### src/rtl/pc_seq_if.sv
// Fetch-stage control bundle between the hazard/redirect sources and the PC sequencer.
// The master drives requests; the slave (sequencer) drives the fetch address and status.
interface pc_seq_if #(
   parameter int WIDTH = 32
);
   logic             stall;
   logic             exc_req;
   logic             jmp;
   logic [WIDTH-1:0] jmp_target;
   logic             br_taken;
   logic [WIDTH-1:0] br_target;
   logic [WIDTH-1:0] pc;
   logic [WIDTH-1:0] pc_plus_inc;
   logic             fetch_valid;
   logic             redirect_pending;
   logic             misaligned;

   modport master (
      output stall, exc_req, jmp, jmp_target, br_taken, br_target,
      input  pc, pc_plus_inc, fetch_valid, redirect_pending, misaligned
   );

   modport slave (
      input  stall, exc_req, jmp, jmp_target, br_taken, br_target,
      output pc, pc_plus_inc, fetch_valid, redirect_pending, misaligned
   );
endinterface

### src/rtl/pc_sequencer.sv
// Program-counter sequencer for the fetch stage: boot hold-off, prioritised
// redirects and a one-entry buffer that keeps a redirect raised during a stall.
module pc_sequencer #(
   parameter int                  WIDTH        = 32,
   parameter logic [WIDTH-1:0]    RESET_VECTOR = '0,
   parameter logic [WIDTH-1:0]    EXC_VECTOR   = WIDTH'(32'h80),
   parameter int                  INC          = 4,
   parameter int                  ALIGN_BITS   = 2,
   parameter int                  BOOT_CYCLES  = 2
) (
   input  logic     clk,
   input  logic     reset,
   pc_seq_if.slave  bus
);
   localparam int               CNT_W      = (BOOT_CYCLES > 0) ? $clog2(BOOT_CYCLES + 1) : 1;
   localparam logic [WIDTH-1:0] INC_W      = WIDTH'(INC);
   localparam logic [WIDTH-1:0] ALIGN_MASK = (WIDTH'(1) << ALIGN_BITS) - WIDTH'(1);

   typedef enum logic [0:0] {
      BOOT = 1'b0,
      RUN  = 1'b1
   } state_t;

   localparam state_t RESET_STATE = (BOOT_CYCLES == 0) ? RUN : BOOT;

   state_t           state_r,   state_nxt;
   logic [CNT_W-1:0] cnt_r,     cnt_nxt;
   logic [WIDTH-1:0] pc_r,      pc_nxt;
   logic [WIDTH-1:0] pend_r,    pend_nxt;
   logic             pend_v_r,  pend_v_nxt;

   // State, counter, PC and pending-redirect registers.
   always_ff @(posedge clk or posedge reset) begin
      if (reset) begin
         state_r  <= RESET_STATE;
         cnt_r    <= CNT_W'(BOOT_CYCLES);
         pc_r     <= RESET_VECTOR;
         pend_r   <= '0;
         pend_v_r <= 1'b0;
      end else begin
         state_r  <= state_nxt;
         cnt_r    <= cnt_nxt;
         pc_r     <= pc_nxt;
         pend_r   <= pend_nxt;
         pend_v_r <= pend_v_nxt;
      end
   end

   // Next-state and redirect priority: exception, stall capture, jump, branch, buffered, sequential.
   always_comb begin
      state_nxt  = state_r;
      cnt_nxt    = cnt_r;
      pc_nxt     = pc_r;
      pend_nxt   = pend_r;
      pend_v_nxt = pend_v_r;
      case (state_r)
         BOOT: begin
            if (cnt_r <= CNT_W'(1)) begin
               state_nxt = RUN;
            end else begin
               cnt_nxt = cnt_r - CNT_W'(1);
            end
         end
         RUN: begin
            if (bus.exc_req) begin
               pc_nxt     = EXC_VECTOR;
               pend_nxt   = '0;
               pend_v_nxt = 1'b0;
            end else if (bus.stall) begin
               // A newer request while stalled replaces whatever is buffered.
               if (bus.jmp) begin
                  pend_nxt   = bus.jmp_target;
                  pend_v_nxt = 1'b1;
               end else if (bus.br_taken) begin
                  pend_nxt   = bus.br_target;
                  pend_v_nxt = 1'b1;
               end else begin
                  pend_nxt   = pend_r;
               end
            end else if (bus.jmp) begin
               pc_nxt     = bus.jmp_target;
               pend_nxt   = '0;
               pend_v_nxt = 1'b0;
            end else if (bus.br_taken) begin
               pc_nxt     = bus.br_target;
               pend_nxt   = '0;
               pend_v_nxt = 1'b0;
            end else if (pend_v_r) begin
               pc_nxt     = pend_r;
               pend_nxt   = '0;
               pend_v_nxt = 1'b0;
            end else begin
               pc_nxt     = pc_r + INC_W;
            end
         end
         default: begin
            state_nxt  = RUN;
            pc_nxt     = RESET_VECTOR;
            pend_nxt   = '0;
            pend_v_nxt = 1'b0;
         end
      endcase
   end

   assign bus.pc               = pc_r;
   assign bus.pc_plus_inc      = pc_r + INC_W;
   assign bus.fetch_valid      = (state_r == RUN) & ~bus.stall;
   assign bus.redirect_pending = pend_v_r;
   assign bus.misaligned       = |(pc_r & ALIGN_MASK);
endmodule

### src/flat_wrapper.sv
// flat-port wrapper written by rule: the top's interface ports become plain ports
module pc_sequencer_flat 
#(
   parameter int                  WIDTH        = 32,
   parameter logic [WIDTH-1:0]    RESET_VECTOR = '0,
   parameter logic [WIDTH-1:0]    EXC_VECTOR   = WIDTH'(32'h80),
   parameter int                  INC          = 4,
   parameter int                  ALIGN_BITS   = 2,
   parameter int                  BOOT_CYCLES  = 2
)
  (clk, reset, bus_stall, bus_exc_req, bus_jmp, bus_jmp_target, bus_br_taken, bus_br_target, bus_pc, bus_pc_plus_inc, bus_fetch_valid, bus_redirect_pending, bus_misaligned);
  pc_seq_if #(.WIDTH(WIDTH)) bus_i ();
  input  logic clk;
  input  logic reset;
  input wire logic [$bits(bus_i.stall)-1:0] bus_stall;
  input wire logic [$bits(bus_i.exc_req)-1:0] bus_exc_req;
  input wire logic [$bits(bus_i.jmp)-1:0] bus_jmp;
  input wire logic [$bits(bus_i.jmp_target)-1:0] bus_jmp_target;
  input wire logic [$bits(bus_i.br_taken)-1:0] bus_br_taken;
  input wire logic [$bits(bus_i.br_target)-1:0] bus_br_target;
  output wire logic [$bits(bus_i.pc)-1:0] bus_pc;
  output wire logic [$bits(bus_i.pc_plus_inc)-1:0] bus_pc_plus_inc;
  output wire logic [$bits(bus_i.fetch_valid)-1:0] bus_fetch_valid;
  output wire logic [$bits(bus_i.redirect_pending)-1:0] bus_redirect_pending;
  output wire logic [$bits(bus_i.misaligned)-1:0] bus_misaligned;
  assign bus_i.stall = bus_stall;
  assign bus_i.exc_req = bus_exc_req;
  assign bus_i.jmp = bus_jmp;
  assign bus_i.jmp_target = bus_jmp_target;
  assign bus_i.br_taken = bus_br_taken;
  assign bus_i.br_target = bus_br_target;
  assign bus_pc = bus_i.pc;
  assign bus_pc_plus_inc = bus_i.pc_plus_inc;
  assign bus_fetch_valid = bus_i.fetch_valid;
  assign bus_redirect_pending = bus_i.redirect_pending;
  assign bus_misaligned = bus_i.misaligned;
  pc_sequencer #(.WIDTH(WIDTH), .RESET_VECTOR(RESET_VECTOR), .EXC_VECTOR(EXC_VECTOR), .INC(INC), .ALIGN_BITS(ALIGN_BITS), .BOOT_CYCLES(BOOT_CYCLES)) u_core (.clk(clk), .reset(reset), .bus(bus_i));
endmodule
### config.mk
export PLATFORM = sky130hd
export DESIGN_NAME = pc_sequencer_flat
export DESIGN_NICKNAME = d
export VERILOG_FILES = /design/src/rtl/pc_seq_if.sv /design/src/rtl/pc_sequencer.sv /design/src/flat_wrapper.sv
export SDC_FILE = /design/constraint.sdc
export NUM_CORES = 1
export LEC_CHECK = 0
export CAP_MARGIN = 20
export CELL_PAD_IN_SITES_DETAIL_PLACEMENT = 1
export CELL_PAD_IN_SITES_GLOBAL_PLACEMENT = 1
export CORE_MARGIN = 8
export CORE_UTILIZATION = 31
export CTS_CLUSTER_DIAMETER = 100
export CTS_CLUSTER_SIZE = 12
export DETAILED_ROUTE_END_ITERATION = 12
export GPL_TIMING_DRIVEN = 0
export MAX_ROUTING_LAYER = met4
export PLACE_DENSITY_LB_ADDON = 0.12
export REMOVE_ABC_BUFFERS = 1
export SYNTH_ARGS = -nofsm -noshare
export SYNTH_HDL_FRONTEND = slang
export SYNTH_SLANG_ARGS = --single-unit
### constraint.sdc
create_clock -name clk -period 2.4 [get_ports clk]
set_input_delay 0.36 -clock clk [delete_from_list [all_inputs] [get_ports clk]]
set_output_delay 0.36 -clock clk [all_outputs]
set_load 0.02 [all_outputs]
* Word-level counts from Yosys, hierarchy flattened *
Index checks and enable logic that the tools add are counted.

operators by class
  $add $sub $neg = 2
  $lt $le $gt $ge = 1
  equal/unequal tests = 2
  muxes and demuxes = 18
  bitwise gates (word level) = 4
  reductions and logical operators = 6

operators by type and width
  cell                                                            count
  2-to-1 mux 32 bit                                               12
  adder 32 x 3 -> 32 bit, second input constant                   1
  2-to-1 mux 1 bit                                                6
  AND reduction 2 bit                                             3
  != test 4 x 1 -> 1 bit, second input constant                   1
  nonzero test 4 bit                                              1
  NOT 1 bit                                                       3
  AND reduction 3 bit                                             1
  less-or-equal comparator 2 x 1 -> 1 bit, second input constant  1
  != test 2 x 1 -> 1 bit, second input constant                   1
  OR reduction 2 bit                                              1
  subtractor 2 x 1 -> 2 bit, second input constant                1
  bitwise AND 1 bit                                               1

storage, ports and cells
  bits in registers = 68
  output and inout bits = 67

* Longest topological paths before layout *
  depth after elaboration = 6
  gate-level depth with buffers = 8

* Least setup slack after synthesis *
OpenSTA, ideal clock, no wires.

  kind = register -> output
  start point = register u_core.pc_r[6], in the netlist u_core.bus.pc[6]
  end point = output bus_pc_plus_inc[31]
  arrival = 2.291 ns
  slack = -0.251 ns
  stages on the path, launching flop included = 9
  path buffers = 3
  cell sequence = dfrtp_1 > buf_2 > nand3_1 > or4_1 > buf_2 > or2_1 > buf_6 > nor2_1 > xor2_1

between the ends
  cells in the longest elaborated chain, start to end = 1

ends and longest elaborated chain
  what                      RTL line             text
  start: declaration        pc_sequencer.sv:28   logic [WIDTH-1:0] pc_r, pc_nxt;
  start signal: assignment  pc_sequencer.sv:43   pc_r <= pc_nxt;
  adder 32 x 3 -> 32 bit    pc_sequencer.sv:106  assign bus.pc_plus_inc = pc_r + INC_W;
  end: declaration          flat_wrapper.sv:22   output wire logic [$bits(bus_i.pc_plus_inc)-1:0] bus_pc_plus_inc;

Every way passes these cells.

* Final worst setup path *
  start point = register u_core.pc_r[2], in the netlist u_core.bus.pc[2]
  end point = output bus_pc_plus_inc[28]

Same word-level chain as after synthesis.

==> flow_summary.yaml <==
cells_and_area:
  final_area_sq_um: 7050
  layoutNonFillerInstCount: 895
  nets: 777
  area_growth_pct: 53.6
  final_cell_mix: "clkdlybuf4s50_1 (106), nand2_1 (72), o21ai_0 (57), dfrtp_1 (51), buf_4 (50)"
  utilization: 0.487
  layout_commonest_cell: "clkdlybuf4s50_1"
  drive_gt1_frac: 0.228
critical_path:
  cp-start-kind: "flop"
  cp_slowest_cell: "or4_4"
  path_cells: "ha_4 -> and4_4 -> nand4_1 -> buf_6 -> or4_4 -> xnor2_2 -> buf_4"
  reg2reg_from: "u_core.bus.pc[10]"
  slowest_delay_ns: 0.54
  path_delay_family: "simple AND/OR/NAND/NOR gates"
  cp.arrival_ns: 2.28
  worst-setup-path-type: "flop to output port"
  reg2regPathDepth: 7
  cp_max_fo: 4
  cp-end-kind: "output port"
  r2r-end: "u_core.bus.pc[31]"
  rrSetupSlack_ns: 0.06
  crit_required_ns: 2.04
  worst-path-buf-inv: 2
logic_synthesis:
  yosys_warnings: 0
  netlist_area_sq_um: 4590
  syn_area_per_cell_sq_um: 8.32
  synth_cells: 551
  async_flop_share: 1.00
  yosysSeqAreaShare: 0.371
  synth_edf_count: 0
  synth_cell_type_count: 65
  synth_seq_cells: 68
  synth_ff_type: "dfrtp_1"
place:
  port_buffers: 136
  dpl_cell_area_sq_um: 6120
  post-place-ws_ns: -1.41
  dp_cells: 830
  place_congestion: 0.877
  place_hpwl_mm: 13.8
routing:
  vias_per_cell: 5.74
  route.detailed.drc: 0
  vias: 5134
  routed_wl_mm: 20.2
  dr.first_iter.drc_count: 280
  ant_nets: 0
  drt_pass1_iterations: 5
  wl_per_cell_um: 22.5
power:
  seqPwrFrac: 0.381
  ir_worst_vdd_uv: 366
  power_density_nw_per_um2: 483
  internal-power_mw: 2.33
  finalPower_mw: 3.41
  p_leak_nw: 3.00
  switching_share: 0.316
  power_switching_mw: 1.07
  combPwrFrac: 0.262
  p_clk_frac: 0.357
global_routing:
  grt_pass1_vias: 5527
  antenna_found_initial: 1
  grt_pass1_wl_mm: 31.3
  overflow: 0
  grt_max_degree: 44
  grt.total_usage: 0.222
timing:
  setup_viol: 10
  finalCritPeriodShare: 1.10
  finalHoldViolations: 0
  fin_skew_ns: 0.00798
  maxSlewViolCount: 0
  fmax_mhz: 379
  worst_slack_ns: -0.240
  slew_headroom: 0.419
  tightest_slew_ns: 0.871
  period_needed_ns: 2.64
  rsz0062_at_grt: "true"
  holdWs_ns: 0.370
  fin_setup_tns_ns: -1.40
hold_path:
  hold_path.class: "primary input to asynchronous set/reset pin"
cts:
  hold_buffers: 0
  clock_sinks: 68
  h-tree-depth: 3
  worstSkewPairLatency_ns: 0.35
  max-clock-path-buffers: 2
  cts_tree: "done"
  root_buffer: "clkbuf_16"
  cts_buffers: 9
  path_clk_slew_ns: 0.06
floorplan:
  ios: 137
  die-area_sq_um: 18900
  std_cell_rows: 44
  core_sq_um: 14500
  die_x_um: 138
  dieHeight_um: 138
  initial_core_util: 0.317
outcome:
  outcome: "complete, but fails checks"
  violations: "setup timing"
run:
  maxCapViolations: 0
## metal layers
metal / GRT usage / wire length, um
met1: 0.263 / 8790
met2: 0.366 / 9930
met3: 0.0387 / 959
met4: 0.0935 / 491
met5: - / 0
## registers in the layout, summed over array words and instances, names as in the netlist
register and flops:
u_core.cnt_r 2, u_core.pend_r 32, u_core.state_r 1, u_core.bus.pc 32, u_core.bus.redirect_pending 1
## kinds of logic (layout without fill, tap and decap cells)
logic type      Yosys count  count (layout)  share of synthesized area
other cells               0               1                          0
mux                      14              14                     0.0306
buf+inv                  62             220                     0.0546
fa+ha+maj                 2               2                    0.00545
xor+xnor                 26              26                     0.0496
simple gates            181             181                      0.196
compound gates          198             199                      0.292
flops                    68              68                      0.371
## worst max-delay path by stage
stage,from,slack [ns],to,cells past startpoint
after floorplan,u_core.bus.redirect_pending,-0.53,u_core.pend_r[0],4
after global placement,bus_jmp,-4.11,u_core.pend_r[5],5
after detailed placement,bus_br_taken,-1.41,u_core.bus.pc[28],6
after CTS,u_core.bus.pc[3],-0.25,bus_pc_plus_inc[28],7
after global routing,u_core.bus.pc[2],-0.32,bus_pc_plus_inc[28],7
final,u_core.bus.pc[2],-0.24,bus_pc_plus_inc[28],7
## synthesized netlist by cell type (all sizes together) (8+ instances only)
cell type,instances,area [sq um]
a21boi,15,113
xnor2,19,166
nand3,18,90.1
nor3,9,45.0
inv,14,52.6
dfrtp,67,1680
nand2,75,282
a21oi,23,115
o21ai,60,300
clkbuf,38,143
a22oi,10,75.1
o22ai,8,50.1
o31ai,20,150
mux2i,14,140
nand4,9,62.6
nor2,20,75.1
buf,9,51.3
## layout make-up
cell class | count | area, sq um
fill | 1669 | 7430
multi-input combinational | 422 | 2960
timing repair buffer | 188 | 1810
sequential | 68 | 1720
clock buffer | 16 | 251
tap | 184 | 230
inverter | 15 | 63.8
timing repair inverter | 1 | 7.51
antenna | 1 | 2.50
## power by group through the flow
stage / sequential (mW) / clock [mW] / combinational [mW]
after floorplan: 1.34 / 0 / 0.324
after global placement: 1.31 / 0 / 0.779
after detailed placement: 1.32 / 0 / 0.816
after CTS: 1.29 / 1.23 / 0.878
after global routing: 1.31 / 1.26 / 0.956
final: 1.30 / 1.22 / 0.891
## what timing repair did
| item | CTS | global route |
|---|---|---|
| gates cloned | 2 | 0 |
| setup buffers | 30 | 16 |
| resized for setup | 140 | 47 |
| setup endpoints to repair | 90 | 39 |
| pin swaps | 15 | 12 |
Note: power is estimated with default switching activity, not from simulation.
==> patch (same flow settings) <==
`WIDTH` is set to 32 in 3 places; all go to 48.
--- a/src/rtl/pc_seq_if.sv
+++ b/src/rtl/pc_seq_if.sv
@@ -3,3 +3,3 @@
 interface pc_seq_if #(
-   parameter int WIDTH = 32
+   parameter int WIDTH = 48
 );
--- a/src/rtl/pc_sequencer.sv
+++ b/src/rtl/pc_sequencer.sv
@@ -3,3 +3,3 @@
 module pc_sequencer #(
-   parameter int                  WIDTH        = 32,
+   parameter int                  WIDTH        = 48,
    parameter logic [WIDTH-1:0]    RESET_VECTOR = '0,
--- a/src/flat_wrapper.sv
+++ b/src/flat_wrapper.sv
@@ -3,3 +3,3 @@
 #(
-   parameter int                  WIDTH        = 32,
+   parameter int                  WIDTH        = 48,
    parameter logic [WIDTH-1:0]    RESET_VECTOR = '0,
Interface: changed (resized bus_br_target, bus_jmp_target, bus_pc and bus_pc_plus_inc); port bits go from 137 to 201. No check against the original RTL was run, so the function may have changed too.
==> patch against the original RTL <==
The flow still finishes with violations (setup timing). Power increased by 44%. Routed wire length rose by 80%. Sequential share of layout area down 3.0 points. Combinational power grew 69%. Utilization up 2.0 points. Worst setup slack got worse by 0.041 ns. Sequential cell count is 32 higher. Count of clock-buffer cells in the layout down 6. Synthesized area is 62% higher. Highest routed layer unchanged. Hold slack worse by 0.046 ns. Design area is 69% higher. Global-route usage rose by 2.5 points. First-iteration DRC count rose by 99%.
==> patch: results <==
group,metric,value,unit
run_status,status,"complete, but fails checks",
run_status,violations,"setup timing",
route,wl_met2,17770,um
sta,skew,0.01047,ns
sta,setup_viol,27,
logic_synthesis,synthCells,901,
cells_and_area,diodes,2,
worst_setup_path,critPathMaxStageDelay,0.61,ns
worst_setup_path,crit_fanout,5,
sta,worst_slack,-0.2815,ns
logic_synthesis,yosysTopAreaCellShare,33.31,%
cells_and_area,nets,1289,
global_routing,gr-usage-all-layers,24.70,%
cells_and_area,num-nonclk-buffers,345,
route,wl_met1,15910,um
cells_and_area,seq-cell-share,21.42,%
cells_and_area,clkCellAreaFrac,2.394,%
worst_setup_path,crit_path_end,"bus_pc_plus_inc[41]",
place,pre_cts_slack,-1.327,ns
place,gp_congestion,0.7776,
cells_and_area,post-route-util,50.62,%
power,p_leak,5.100,nW
worst_setup_path,timing.rr.start,"u_core.bus.pc[24]$_DFFE_PP0P_",
cells_and_area,n_fill_cell,2763,
clock_network,cts_sinks,100,
cells_and_area,inverters,29,
worst_setup_path,timing.rr.end,"u_core.bus.pc[34]$_DFFE_PP0P_",
sta,worstMarginPinSlew,0.9370,ns
worst_setup_path,cp.arrival,2.32,ns
global_routing,grt_antenna_before_repair,4,
route,met3_length,2039,um
place,dp_hpwl,22740,um
logic_synthesis,synth.top_cells.by_count,"nand2_1, dfrtp_1, o21ai_0",
clock_network,cts_resized,348,
logic_synthesis,ys_top_cells_by_area,"dfrtp_1, o21ai_0, nand2_1, mux2i_1, xnor2_1",
route,vias,8651,
clock_network,clock_latency,0.37,ns
clock_network,clk_pin_slew,0.08,ns
logic_synthesis,ys_seq_area_share,33.66,%
sta,hold-worst-slack,0.3240,ns
global_routing,use_met3,4.195,%
place,place_area,0.009761,mm2
global_routing,met1_usage,31.19,%
global_routing,grt_max_degree,76,
power,p_sw,1.704,mW
route,wl_per_cell,24.03,um
place,placement.io_buffers,200,
cells_and_area,layout-drive-gt1-share,29.50,%
place,dp.cells,1359,
power,peakVddDrop,0.0003539,V
global_routing,grt_pass1_vias,8868,
cells_and_area,multi_input_area_share,44.13,%
global_routing,grt_pass1_wl,53810,um
## patch: cell count changes in the layout (fill, tap and decap cells not counted), sizes merged, moves of 25 or more
cell	before	now
buf	66	182
clkdlybuf4s50	106	152
dfrtp	67	99
mux2i	14	39
nand2	75	111
o21ai	61	90
## patch: power by group through the flow
stage	combinational [mW]	clock [mW]	sequential, mW
final	1.51	1.52	1.89
after global routing	1.62	1.58	1.91
after CTS	1.47	1.54	1.89
after detailed placement	1.32	0	1.96
after global placement	1.28	0	1.96
after floorplan	0.524	0	1.99
## patch: worst max-delay path: cells and delay by family, from the launching register on
family	cells	cell delay (ns)
flip-flops	1	0.44
XOR/XNOR	1	0.16
AND/OR/NAND/NOR	4	1.07
buffers and inverters	2	0.29
## patch: cell families after synthesis
group	share of synthesized area [%]
flip-flops	33.66
multiplexers	5.855
buffers and inverters	6.040
XOR/XNOR	5.064
adder cells (fa/ha/maj)	0.3364
AO/OA/AOI/OAI	25.98
AND/OR/NAND/NOR	23.07
